**config.mk**
```make
export PLATFORM = sky130hd
export DESIGN_NAME = wr_slot_sched
export DESIGN_NICKNAME = d
export VERILOG_FILES = /design/src/rtl/wr_slot_sched.sv
export SDC_FILE = /design/constraint.sdc
export NUM_CORES = 1
export LEC_CHECK = 0
export ABC_AREA = 1
export ABC_CLOCK_PERIOD_IN_PS = 2400
export BUFFER_PORTS_ARGS = -buffer_cell sky130_fd_sc_hd__buf_2
export CORE_ASPECT_RATIO = 0.75
export CORE_MARGIN = 3
export CORE_UTILIZATION = 30
export DETAILED_ROUTE_END_ITERATION = 8
export GPL_TIMING_DRIVEN = 0
export PLACE_DENSITY = 0.6
export SYNTH_ARGS = -nofsm -noshare
export SYNTH_HDL_FRONTEND = slang
export SYNTH_SLANG_ARGS = --single-unit
```
**constraint.sdc**
```tcl
create_clock -name clk_i -period 2.4 [get_ports clk_i]
set_input_delay 0.24 -clock clk_i [delete_from_list [all_inputs] [get_ports clk_i]]
set_output_delay 0.24 -clock clk_i [all_outputs]
set_load 0.02 [all_outputs]
```
**src/rtl/wr_slot_sched.sv**
```systemverilog
// Write-transaction slot scheduler: tracks outstanding AXI writes through AW -> W -> B and times each phase.
// Optional feature: define WR_SLOT_SCHED_ERR_EN to flag B handshakes that match no waiting slot.
module wr_slot_sched #(
   parameter int NumSlots = 4,
   parameter int IdWidth  = 4,
   parameter int CntWidth = 8
) (
   input  logic                  clk_i,
   input  logic                  rst_i,
   input  logic                  prescaled_en_i,
   input  logic                  aw_valid_i,
   input  logic                  aw_ready_i,
   input  logic [IdWidth-1:0]    aw_id_i,
   input  logic                  w_valid_i,
   input  logic                  w_ready_i,
   input  logic                  w_last_i,
   input  logic                  b_valid_i,
   input  logic                  b_ready_i,
   input  logic [IdWidth-1:0]    b_id_i,
   input  logic [CntWidth-1:0]   budget_aw_i,
   input  logic [CntWidth-1:0]   budget_w_i,
   input  logic [CntWidth-1:0]   budget_b_i,
   input  logic                  irq_clr_i,
   output logic                  full_o,
   output logic [NumSlots-1:0]   slot_free_o,
   output logic [2*NumSlots-1:0] slot_state_o,
   output logic [NumSlots-1:0]   timeout_o,
   output logic                  irq_o,
   output logic                  err_unexp_b_o
);

   localparam int SlotW = $clog2(NumSlots);

   typedef enum logic [1:0] {
      FREE           = 2'd0,
      WRITE_ADDRESS  = 2'd1,
      WRITE_DATA     = 2'd2,
      WRITE_RESPONSE = 2'd3
   } slot_state_e;

   // Handshakes are plain valid && ready; the snooped channels are never back-pressured by this block.
   slot_state_e         state_q [NumSlots];
   slot_state_e         state_d [NumSlots];
   logic [IdWidth-1:0]  id_q    [NumSlots];
   logic [IdWidth-1:0]  id_d    [NumSlots];
   logic [CntWidth-1:0] cnt_q   [NumSlots];
   logic [CntWidth-1:0] cnt_d   [NumSlots];
   logic [NumSlots-1:0] older_q [NumSlots];
   logic [NumSlots-1:0] older_d [NumSlots];
   logic [SlotW-1:0]    fifo_q  [NumSlots];
   logic [SlotW-1:0]    fifo_d  [NumSlots];
   logic [CntWidth-1:0] phase_budget [NumSlots];
   logic [SlotW-1:0]    rd_ptr_q, rd_ptr_d, wr_ptr_q, wr_ptr_d;
   logic [SlotW:0]      fifo_cnt_q, fifo_cnt_d;
   logic [NumSlots-1:0] timeout_q, timeout_d, to_set;
   logic                irq_q;
   logic [NumSlots-1:0] free_vec, b_match, b_sel;
   logic [SlotW-1:0]    alloc_idx, head;
   logic                aw_hs, b_hs, push, pop;

   assign aw_hs = aw_valid_i && aw_ready_i;
   assign b_hs  = b_valid_i && b_ready_i;

   always_comb begin
      free_vec     = '0;
      slot_state_o = '0;
      for (int s = 0; s < NumSlots; s++) begin
         free_vec[s]            = (state_q[s] == FREE);
         slot_state_o[2*s +: 2] = state_q[s];
      end
   end

   assign full_o      = ~|free_vec;
   assign slot_free_o = free_vec;
   assign timeout_o   = timeout_q;
   assign irq_o       = irq_q;

   always_comb begin
      alloc_idx = '0;
      for (int s = NumSlots - 1; s >= 0; s--) begin
         if (free_vec[s]) alloc_idx = SlotW'(s);
      end
   end

   // older_q[i][j] set means slot i was allocated before slot j; the oldest match has no older match.
   always_comb begin
      b_match = '0;
      b_sel   = '0;
      for (int s = 0; s < NumSlots; s++) begin
         b_match[s] = (state_q[s] == WRITE_RESPONSE) && (id_q[s] == b_id_i);
      end
      for (int s = 0; s < NumSlots; s++) begin
         b_sel[s] = b_match[s];
         for (int j = 0; j < NumSlots; j++) begin
            if (j != s && b_match[j] && older_q[j][s]) b_sel[s] = 1'b0;
         end
      end
   end

   always_comb begin
      to_set = '0;
      for (int s = 0; s < NumSlots; s++) begin
         case (state_q[s])
            WRITE_ADDRESS: phase_budget[s] = budget_aw_i;
            WRITE_DATA:    phase_budget[s] = budget_w_i;
            default:       phase_budget[s] = budget_b_i;
         endcase
         to_set[s] = (state_q[s] != FREE) && (cnt_q[s] >= phase_budget[s]);
      end
   end

   always_comb begin
      state_d    = state_q;
      id_d       = id_q;
      cnt_d      = cnt_q;
      older_d    = older_q;
      fifo_d     = fifo_q;
      rd_ptr_d   = rd_ptr_q;
      wr_ptr_d   = wr_ptr_q;
      fifo_cnt_d = fifo_cnt_q;
      head       = fifo_q[rd_ptr_q];
      push       = aw_hs && !full_o;
      pop        = 1'b0;
      timeout_d  = (timeout_q & ~{NumSlots{irq_clr_i}}) | to_set;

      for (int s = 0; s < NumSlots; s++) begin
         if (state_q[s] != FREE && prescaled_en_i && cnt_q[s] != '1) begin
            cnt_d[s] = cnt_q[s] + CntWidth'(1);
         end
      end

      // Only the FIFO head may consume W traffic; AXI write data follows AW order.
      if (fifo_cnt_q != '0 && w_valid_i) begin
         if (state_q[head] == WRITE_ADDRESS) begin
            cnt_d[head] = '0;
            if (w_ready_i && w_last_i) begin
               state_d[head] = WRITE_RESPONSE;
               pop           = 1'b1;
            end else begin
               state_d[head] = WRITE_DATA;
            end
         end else if (state_q[head] == WRITE_DATA && w_ready_i && w_last_i) begin
            state_d[head] = WRITE_RESPONSE;
            cnt_d[head]   = '0;
            pop           = 1'b1;
         end
      end

      if (b_hs) begin
         for (int s = 0; s < NumSlots; s++) begin
            if (b_sel[s]) begin
               state_d[s] = FREE;
               cnt_d[s]   = '0;
            end
         end
      end

      if (push) begin
         state_d[alloc_idx] = WRITE_ADDRESS;
         id_d[alloc_idx]    = aw_id_i;
         cnt_d[alloc_idx]   = '0;
         fifo_d[wr_ptr_q]   = alloc_idx;
         wr_ptr_d           = wr_ptr_q + SlotW'(1);
         for (int i = 0; i < NumSlots; i++) begin
            older_d[i][alloc_idx] = (i != int'(alloc_idx));
         end
         older_d[alloc_idx] = '0;
      end

      if (pop) rd_ptr_d = rd_ptr_q + SlotW'(1);
      if (push && !pop) fifo_cnt_d = fifo_cnt_q + (SlotW+1)'(1);
      else if (pop && !push) fifo_cnt_d = fifo_cnt_q - (SlotW+1)'(1);
   end

   always_ff @(posedge clk_i) begin
      if (rst_i) begin
         for (int s = 0; s < NumSlots; s++) begin
            state_q[s] <= FREE;
            id_q[s]    <= '0;
            cnt_q[s]   <= '0;
            older_q[s] <= '0;
            fifo_q[s]  <= '0;
         end
         rd_ptr_q   <= '0;
         wr_ptr_q   <= '0;
         fifo_cnt_q <= '0;
         timeout_q  <= '0;
         irq_q      <= 1'b0;
      end else begin
         for (int s = 0; s < NumSlots; s++) begin
            state_q[s] <= state_d[s];
            id_q[s]    <= id_d[s];
            cnt_q[s]   <= cnt_d[s];
            older_q[s] <= older_d[s];
            fifo_q[s]  <= fifo_d[s];
         end
         rd_ptr_q   <= rd_ptr_d;
         wr_ptr_q   <= wr_ptr_d;
         fifo_cnt_q <= fifo_cnt_d;
         timeout_q  <= timeout_d;
         irq_q      <= |timeout_q;
      end
   end

`ifdef WR_SLOT_SCHED_ERR_EN
   logic err_q;

   always_ff @(posedge clk_i) begin
      if (rst_i) err_q <= 1'b0;
      else       err_q <= b_hs && !(|b_match);
   end

   assign err_unexp_b_o = err_q;
`else
   assign err_unexp_b_o = 1'b0;
`endif

endmodule

```
Word level (Yosys, flattened, before mapping)
Index checks and enable logic that the tools add are counted.
{"block": "classes", "n_addsub": 8, "order_cmp": 13, "eq_ne": 25, "n_mux": 75, "bitwise_logic": 20, "n_reduce_logical": 57}
{"cell": "2-to-1 mux 32 bit", "n": 5}
{"cell": "2-to-1 mux 8 bit", "n": 16}
{"cell": "AND 32 bit", "n": 2}
{"cell": "inverter 32 bit", "n": 2}
{"cell": "one-hot mux 8 bit (2 select lines)", "n": 4}
{"cell": "logical AND 1 bit", "n": 41}
{"cell": "adder 8 x 1 -> 8 bit (second input constant)", "n": 4}
{"cell": "demux 8 bit (select 2 bit)", "n": 2}
{"cell": ">= comparator 8 bit", "n": 4}
{"cell": "inequality test 8 bit (second input constant)", "n": 4}
{"cell": "2-to-1 mux 2 bit", "n": 15}
{"cell": "equality test 2 bit (second input constant)", "n": 9}
{"cell": "2-to-1 mux 1 bit", "n": 17}
{"cell": "AND 16 bit", "n": 1}
{"cell": "bitwise mux 16 bit", "n": 1}
{"cell": "bitwise mux 4 bit", "n": 4}
{"cell": "equality test 4 bit", "n": 4}
{"cell": "inverter 16 bit", "n": 1}
{"cell": "AND 4 bit", "n": 3}
{"cell": "demux 2 bit (select 2 bit)", "n": 3}
{"cell": ">= comparator 3 bit (second input constant)", "n": 4}
{"cell": "inverter 2 -> 3 bit", "n": 4}
{"cell": "inverter 4 bit", "n": 3}
{"cell": "OR 4 bit", "n": 3}
{"cell": "other kinds (21)", "n": 42}
{"block": "word_totals", "regBits": 92, "in_bits": 43, "output_inout_bits": 19, "wordCells": 223}

Longest topological paths before layout
Gate-level depths: netlist of the first run.
{"block": "logic_depth", "ltp_word": 18, "depth_mapped": 21}

Worst setup path before layout of the first run
OpenSTA, ideal clock, no wires.
{"block": "synth_timing", "kind": "register to register", "from": "register state_q (netlist bit slot_state_o[0])", "to": "register fifo_cnt_q[1]", "setup_time_ns": 0.116, "arrival_ns": 2.915, "t_required_ns": 2.284, "setup_slack_ns": -0.631, "stages_incl_launch_ff": 13, "n_path_buf": 1, "synth_period_minus_slack_ns": 3.031, "path_cell_list": "dfxtp_1 > inv_1 > ha_1 > nor2_1 > inv_1 > nor3_1 > nor2_1 > clkbuf_1 > ha_1 > inv_1 > fa_1 > o21ai_0 > nor2_1"}
{"block": "synth_between", "elab_cells_between_ends": 19, "cone_classes": "eq/ne: 2; mux: 7; reduce/logical: 10"}
{"item": "start, declared", "line_no": "42", "source": "slot_state_e state_q [NumSlots];"}
{"item": "start signal, assigned by index", "line_no": "191", "source": "state_q[s] <= state_d[s];"}
{"item": "logical NOT 2 bit", "line_no": "68", "source": "free_vec[s] = (state_q[s] == FREE);"}
{"item": "net slot_free_o[0]", "line_no": "25", "source": "output logic [NumSlots-1:0] slot_free_o,"}
{"item": "OR reduction 4 bit", "line_no": "73", "source": "assign full_o = ~|free_vec;"}
{"item": "logical AND 1 bit", "line_no": "122", "source": "push = aw_hs && !full_o;"}
{"item": "net push", "line_no": "59", "source": "logic aw_hs, b_hs, push, pop;"}
{"item": "logical AND 1 bit", "line_no": "171", "source": "if (push && !pop) fifo_cnt_d = fifo_cnt_q + (SlotW+1)'(1);"}
{"item": "2-to-1 mux 3 bit", "line_no": "171"}
{"item": "net fifo_cnt_d[1]", "line_no": "54", "source": "logic [SlotW:0] fifo_cnt_q, fifo_cnt_d;"}
{"item": "end signal, assigned", "line_no": "199", "source": "fifo_cnt_q <= fifo_cnt_d;"}
{"item": "end, declared", "line_no": "54"}
The timed path passes the listed nets, and every way through them passes these cells. The select of a mux whose other input is x is not followed.
A chain may end at the register's enable or synchronous reset.

Final worst setup path of the first run
{"block": "layout_timing", "from": "register rd_ptr_q[0]", "to": "register fifo_cnt_q[2]"}
{"block": "layout_between", "elab_chain_len": 17, "elab_cells_between_ends": 20, "cone_classes": "eq/ne: 2; mux: 10; bitwise: 2; reduce/logical: 6"}
{"item": "start, declared", "line_no": "53", "source": "logic [SlotW-1:0] rd_ptr_q, rd_ptr_d, wr_ptr_q, wr_ptr_d;"}
{"item": "start signal, assigned", "line_no": "197", "source": "rd_ptr_q <= rd_ptr_d;"}
{"item": "inverter 2 -> 3 bit (not written as such) (*)", "line_no": "121", "source": "head = fifo_q[rd_ptr_q];"}
{"item": "binary-select mux 2 bit (select 2 bit) (*)", "line_no": "121"}
{"item": "2-to-1 mux 2 bit (not written as such) (*) (2 in a row)", "line_no": "121"}
{"item": "inverter 2 -> 3 bit (not written as such) (*)", "line_no": "134, 142"}
{"item": "binary-select mux 2 bit (select 2 bit) (*)", "line_no": "134, 142"}
{"item": "2-to-1 mux 2 bit (not written as such) (*) (2 in a row)", "line_no": "134, 142"}
{"item": "equality test 2 bit", "line_no": "142", "source": "end else if (state_q[head] == WRITE_DATA && w_ready_i && w_last_i) begin"}
{"item": "logical AND 1 bit (2 in a row)", "line_no": "142"}
{"item": "2-to-1 mux 1 bit", "line_no": "142"}
{"item": "2-to-1 mux 1 bit (*)", "line_no": "134", "source": "if (state_q[head] == WRITE_ADDRESS) begin"}
{"item": "2-to-1 mux 1 bit (*)", "line_no": "133", "source": "if (fifo_cnt_q != '0 && w_valid_i) begin"}
{"item": "logical NOT 1 bit", "line_no": "171"}
{"item": "logical AND 1 bit", "line_no": "171"}
{"item": "2-to-1 mux 3 bit / nonzero test 2 bit (equally long branches)"}
Mark *: on every way between the ends. The rest lies on a longest branch, timed or not. The select of a mux whose other input is x is not followed.

==> results of run 1 <==
cells by family after synthesis:
| family | after synthesis | share of synthesized area |
|---|---|---|
| AO/OA/AOI/OAI | 180 | 0.179 |
| XOR/XNOR | 30 | 0.0454 |
| adder cells (fa/ha/maj) | 58 | 0.127 |
| buffers and inverters | 145 | 0.0973 |
| flip-flops | 88 | 0.304 |
| multiplexers | 1 | 0.00173 |
| other | 1 | 0.000648 |
| AND/OR/NAND/NOR | 319 | 0.244 |
sequential cells by signal, indices dropped and copies added (netlist names), named ones only:
name and count:
cnt_q 32, fifo_cnt_q 3, fifo_q 8, id_q 16, irq_o 1, older_q 4, rd_ptr_q 2, slot_state_o 8
timeout_o 4, wr_ptr_q 2
critical path, delay by kind of cell, from the launching register on:
family | cells | cell delay (ns)
AND/OR/NAND/NOR | 9 | 0.76
adder cells (fa/ha/maj) | 2 | 0.49
flip-flops | 1 | 0.45
AO/OA/AOI/OAI | 4 | 0.40
buffers and inverters | 4 | 0.22
area by class of cell:
| class | count | area (um2) | share of cell area |
|---|---|---|---|
| clock inverters | 6 | 75.1 | 0.0103 |
| well taps | 247 | 309 | 0.0425 |
| flip-flops and latches | 88 | 1800 | 0.247 |
| clock buffers | 10 | 229 | 0.0315 |
| inverters | 131 | 509 | 0.0700 |
| multi-input cells | 589 | 3830 | 0.526 |
| repair buffers | 82 | 465 | 0.0640 |
| plain buffers | 11 | 61.3 | 0.00843 |
routing by layer:
metal | share of wire | GRT usage | up-vias
met1 | 0.50 | 0.231 | 2594
met2 | 0.43 | 0.242 | 147
met5 | 0 | 0 | -
met4 | 0.023 | 0.0533 | 0
met3 | 0.044 | 0.0267 | 27
li1 | - | - | 2910
repair_timing:
item	4_1_cts	5_1_grt
pin swaps	17	30
endpoints found under the setup margin	19	20
resized for setup	36	90
hold buffers	0	0
buffers inserted	11	11
cloned	0	0
synthesized netlist by cell type, types with 7 or more instances:
library cell and n:
clkbuf_1 9, o22ai_1 28, nor3_1 13, a21oi_1 54, o21ai_0 70, ha_1 57, nor2_1 93, dfxtp_1 88
inv_1 130, nand2_1 139, xor2_1 25, nand4_1 11, nand3_1 39, a221o_1 12, nand2_2 7
power groups by stage:
stage	sequential [mW]	clock, mW	combinational [mW]
floorplan	1.57	0	0.465
global placement	1.57	0	0.666
detailed placement	1.57	0	0.674
CTS	1.54	1.52	0.720
global route	1.54	1.58	0.910
finish	1.54	1.49	0.817
worst min path at each step:
stage | to | from | slack [ns] | cells past startpoint
final | id_q[14] | aw_id_i[2] | 0.15 | 3
after detailed placement | flop | flop | 0.45 | 2
after floorplan | id_q[6] | aw_id_i[2] | 0.40 | 2
after global placement | flop | flop | 0.45 | 2
after CTS | id_q[14] | aw_id_i[2] | 0.14 | 3
after global routing | id_q[14] | aw_id_i[2] | 0.15 | 3
metrics by stage:
| step | setup WS (ns) | cells | TNS, ns |
|---|---|---|---|
| after floorplan | 0.00137 | 822 | 0 |
| final | -0.0169 | 1164 | -0.0169 |
| after global placement | -0.226 | 1129 | -1.11 |
| after detailed placement | -0.285 | 1129 | -1.13 |
| after CTS | -0.0166 | 1156 | -0.0166 |
| after global routing | -0.142 | 1164 | -0.217 |
placed cells by master (no fill, tap or decap), types with 9 or more instances in the layout:
cell type,count
o21ai_0,57
nor3_1,12
nand3_2,11
dfxtp_4,9
a221o_1,12
nand2_2,15
inv_1,118
nand4_1,11
o22ai_1,28
nand2_1,121
o21ai_1,9
buf_2,61
buf_4,27
dfxtp_1,78
a21oi_1,48
nand2_4,13
nand3_1,31
ha_1,45
clkbuf_16,9
xor2_1,25
nor2_1,89
==> results by group, run 1 <==
Outcome
  • Outcome: finished, violations left
  • Failing checks: negative setup slack

Timing
  • Unrepaired setup endpoints after global routing: yes
  • Final Hold Fails: 0
  • Worst Setup Slack, final: -0.0169 ns
  • Final setup vio count: 1
  • Slew headroom: 0.552
  • Final period util: 1.01
  • Setup Skew: 0.00907 ns
  • Fin. max-slew vios: 0
  • Post-route minimum period: 2.42 ns
  • Transition time of the tightest slew-check pin: 0.672 ns
  • Max Fclk: 0.414 GHz
  • Hold slack: 0.154 ns

Route
  • DR vias/cell: 4.88
  • Iteration count of the initial detailed-routing pass: 5
  • Iter 0 DRT Violations: 403
  • Via count: 5678
  • Final WL: 17000 um
  • Drt wl/cell: 14.6 um
  • DR DRC count: 0
  • Antenna-violating nets left: 0

Logic synthesis
  • Synth area leader: dfxtp_1
  • Yosys reg bits: 88
  • Yosys top cell area share: 0.304
  • Seq/Total Area, Yosys: 0.304
  • Post-synth top flop: dfxtp_1
  • Synth Instances: 822
  • Async S/R FF share, synth: 0
  • Netlist cell types: 38
  • Mean post-synth cell area: 7.04 um2
  • Syn Nets: 923
  • Cell area after technology mapping: 0.00579 mm2
  • Yosys Warn Count: 0
  • Post-synth EDFFs: 0
  • Synth area leaders: dfxtp_1 30%, ha_1 12%, nand2_1 9.0%, inv_1 8.4%, o21ai_0 6.1%

Clock tree
  • CTS clock-pin slew for the worst setup and hold paths: 0.07 ns
  • H-tree levels: 3
  • Clock Latency Late Sink: 0.36 ns
  • CTS tree: yes
  • CTS Buffer Depth: 2
  • CTS buffer count: 9
  • Root buf cell: clkbuf_16
  • CTS sink count: 88

Cells and area
  • Share of layout cells above drive strength 1: 0.222
  • Finished Core Util: 0.389
  • Final instance area: 0.00727 mm2
  • Layout net count: 1013
  • Fill cells: 1934
  • Ant. Diodes: 0
  • Syn-to-layout area delta: 25.7%

Worst setup path
  • Worst EP required: 2.65 ns
  • R2R depth: 19
  • Crit-path cells: inv_8 -> nand2_4 -> nand3_2 -> nand2_4 -> nand3_2 -> nand2_2 -> inv_1 -> nand2_2 -> nand2_4 -> inv_4 -> nand2_4 -> nand3_4 -> ha_4 -> inv_4 -> fa_2 -> a21oi_2 -> o21ai_1 -> o21ai_1 -> a21oi_1
  • Crit path max-delay cell type: dfxtp_4
  • Worst EP arrival: 2.67 ns
  • Critical Path Source Type: flop
  • Critical Path Sink: fifo_cnt_q[2]
  • Worst Setup SP: rd_ptr_q[0]
  • CP Class: reg -> reg
  • Critical path capture point type: flop
  • FF-to-FF Start: rd_ptr_q[0]
  • R2R Setup Slk: -0.02 ns
  • Most used cell, CP: nand2_4
  • Slowest Stage Delay on Critical Path: 0.45 ns
  • Worst R2R End: fifo_cnt_q[2]
  • Critical path fanouts, max: 8

Placement
  • DP HPWL: 12900 um
  • Placed Area: 0.00645 mm2
  • Gpl congestion: 0.876
  • Port bufs: 60

Die
  • Starting Density: 0.309
  • Core area: 0.0187 mm2
  • Die area: 0.0210 mm2
  • Die H: 126 um
  • FP Rows: 43
  • Die width: 166 um
  • Ports: 62

Power
  • Clock share of power: 0.387
  • Sw power: 1.21 mW
  • Design internal power: 2.64 mW
  • Leak: 3.30 nW
  • Logic pwr share: 0.213
  • Worst vdd ir: 281 uV
  • Pwr Density: 528 mW/mm2
  • Switching share of total power: 0.314
  • Register share of total power: 0.400
  • Final Power: 3.84 mW

Worst hold path
  • Worst hold-check path type: in -> reg

Global routing
  • Global route total overflow: 0
  • Largest net degree at the start of global routing: 17
  • Initial antenna violation count: 0
  • Number of global-route vias before repair: 5206
  • First-pass GRT wire length: 26800 um
  • Total GRT Usage: 0.160

Job
  • Total of max-cap violations: 0
No activity file was read; power rests on OpenSTA's default activity.
==> run 2, diff against run 1 <==
CORE_ASPECT_RATIO = 1.5   (was 0.75)
==> results by group, run 2 (synthesized netlist as in run 1, its figures left out) <==
Timing
  • Worst Setup Slack, final: -0.0240 ns
  • Slew headroom: 0.550
  • Final Hold Fails: 0
  • Unrepaired setup endpoints after global routing: yes
  • Final setup vio count: 1
  • Fin. max-slew vios: 0
  • Final setup TNS: -0.0240 ns
  • Final period util: 1.01
  • Post-route minimum period: 2.42 ns
  • Transition time of the tightest slew-check pin: 0.669 ns
  • Max Fclk: 0.413 GHz
  • Setup Skew: 0.00945 ns

Worst setup path
  • Crit path max-delay cell type: fa_2
  • Critical path fanouts, max: 8
  • Worst EP required: 2.64 ns
  • CP Class: reg -> reg
  • Critical Path Source Type: flop
  • Crit-path cells: buf_8 -> inv_8 -> nand2_2 -> nand3_2 -> nand2_4 -> nor2_4 -> nand2_2 -> nand4_1 -> nand2_4 -> inv_2 -> nand2_2 -> nand3_4 -> ha_4 -> inv_4 -> fa_2 -> a21oi_2 -> o21ai_2 -> o21ai_2 -> a21oi_1
  • Most used cell, CP: nand2_2
  • Slowest Stage Delay on Critical Path: 0.35 ns
  • Worst EP arrival: 2.66 ns
  • Critical path capture point type: flop

Clock tree
  • Hold_buf cts: 0
  • H-tree levels: 3
  • CTS sink count: 88
  • CTS tree: yes
  • Root buf cell: clkbuf_16
  • CTS Buffer Depth: 2
  • CTS buffer count: 9
  • Clock Latency Late Sink: 0.35 ns
  • CTS clock-pin slew for the worst setup and hold paths: 0.07 ns

Die
  • Die H: 176 um
  • Die area: 0.0210 mm2
  • Core area: 0.0188 mm2
  • Starting Density: 0.308
  • Ports: 62
  • Die width: 119 um
  • FP Rows: 61

Cells and area
  • Biggest register: cnt_q
  • Share of layout cells above drive strength 1: 0.204
  • Ant. Diodes: 0
  • Commonest non-fill, non-tap cell in the layout: nand2_1
  • Biggest regs: cnt_q: 32 flops, id_q: 16 flops
  • Layout net count: 1010
  • Commonest non-fill, non-tap cells in the layout: 129 x nand2_1, 118 x inv_1, 90 x nor2_1
  • Fill cells: 2019
  • Syn-to-layout area delta: 23.3%
  • Final instance area: 0.00713 mm2
  • Max reg flops: 32

Global routing
  • Initial antenna violation count: 1
  • First-pass GRT wire length: 26400 um
  • M2 GR Usage: 0.272
  • Met1 usage in global routing: 0.189
  • Number of global-route vias before repair: 5421
  • Global route total overflow: 0
  • Largest net degree at the start of global routing: 16
  • Met3 Use GR: 0.0340
  • Total GRT Usage: 0.158
  • Layer carrying the most global-route usage: met2

Placement
  • Placed Area: 0.00646 mm2
  • Gpl congestion: 0.893
  • DP HPWL: 12900 um
  • Port bufs: 60

Power
  • Leak: 3.22 nW
  • Worst vdd ir: 269 uV
  • Pwr Density: 518 mW/mm2

Route
  • Iter 0 DRT Violations: 334
  • Via count: 5669
  • Antenna-violating nets left: 0
  • Drt wl/cell: 14.2 um
  • DR DRC count: 0
  • DR vias/cell: 4.86
  • Final WL: 16500 um
  • Iteration count of the initial detailed-routing pass: 6

Job
  • Total of max-cap violations: 0

Worst hold path
  • Worst hold-check path type: in -> reg

Outcome
  • Failing checks: negative setup slack
  • Outcome: finished, violations left
run 2: changes by cell type in the layout (fill, tap and decap cells not counted), sizes merged:
cell	delta
buf	-5
bufinv	-1
clkbuf	+3
clkinvlp	+4
inv	-4
run 2: layout make-up:
class                   count  area (um2)  area share
well taps                 252         315      0.0442
clock inverters             5        40.0     0.00561
multi-input cells         589        3710       0.520
flip-flops and latches     88        1790       0.251
repair buffers             77         425      0.0596
plain buffers              13        88.8      0.0125
clock buffers              11         253      0.0354
inverters                 131         514      0.0721
run 2: path summary, 6_finish.rpt:
path	start	end	slack, ns	depth (start not counted)
min	aw_id_i[2]	id_q[14]	0.17	3
max reg2reg	rd_ptr_q[0]	fifo_cnt_q[2]	-0.02	19
max	rd_ptr_q[0]	fifo_cnt_q[2]	-0.02	19
min reg2reg	flop	flop	0.46	2
run 2: what timing repair did:
| action | 4_1_cts | 5_1_grt |
|---|---|---|
| pin swaps | 16 | 27 |
| gates resized for setup | 38 | 57 |
| endpoints found under the setup margin | 28 | 40 |
| gates cloned | 0 | 1 |
| setup buffers | 8 | 8 |
run 2: per-layer routing:
metal / up-vias / wire [um]
li1: 2905 / -
met1: 2573 / 7060
met2: 153 / 7930
met3: 36 / 1020
met4: 2 / 505
met5: - / 13
run 2: report_power, final:
group | switching (mW) | leakage [nW] | total (mW) | internal, mW
combinational | 0.479 | 2.37 | 0.777 | 0.298
sequential | 0.0358 | 0.718 | 1.53 | 1.50
clock | 0.619 | 0.134 | 1.38 | 0.764
total | 1.13 | 3.22 | 3.70 | 2.56
run 2: stage by stage:
step                      total power [mW]   util  instances  hold WS [ns]  setup slack, ns
after global placement                2.24  0.344       1134         0.445           -0.283
after floorplan                       2.03      -        822         0.398          0.00137
final                                 3.70  0.380       1166         0.168          -0.0240
after detailed placement              2.24  0.344       1134         0.454           -0.330
after global routing                  3.89  0.380       1166         0.187           -0.161
after CTS                             3.67  0.368       1157         0.160          -0.0256
run 2: critical path: cells and delay by family (launching register included):
family / cells / cell delay, ns
buffers and inverters: 4 / 0.31
AOI/OAI and AO/OA: 4 / 0.37
and+or+nand+nor: 9 / 0.78
DFF: 1 / 0.32
adders and majority gates: 2 / 0.50
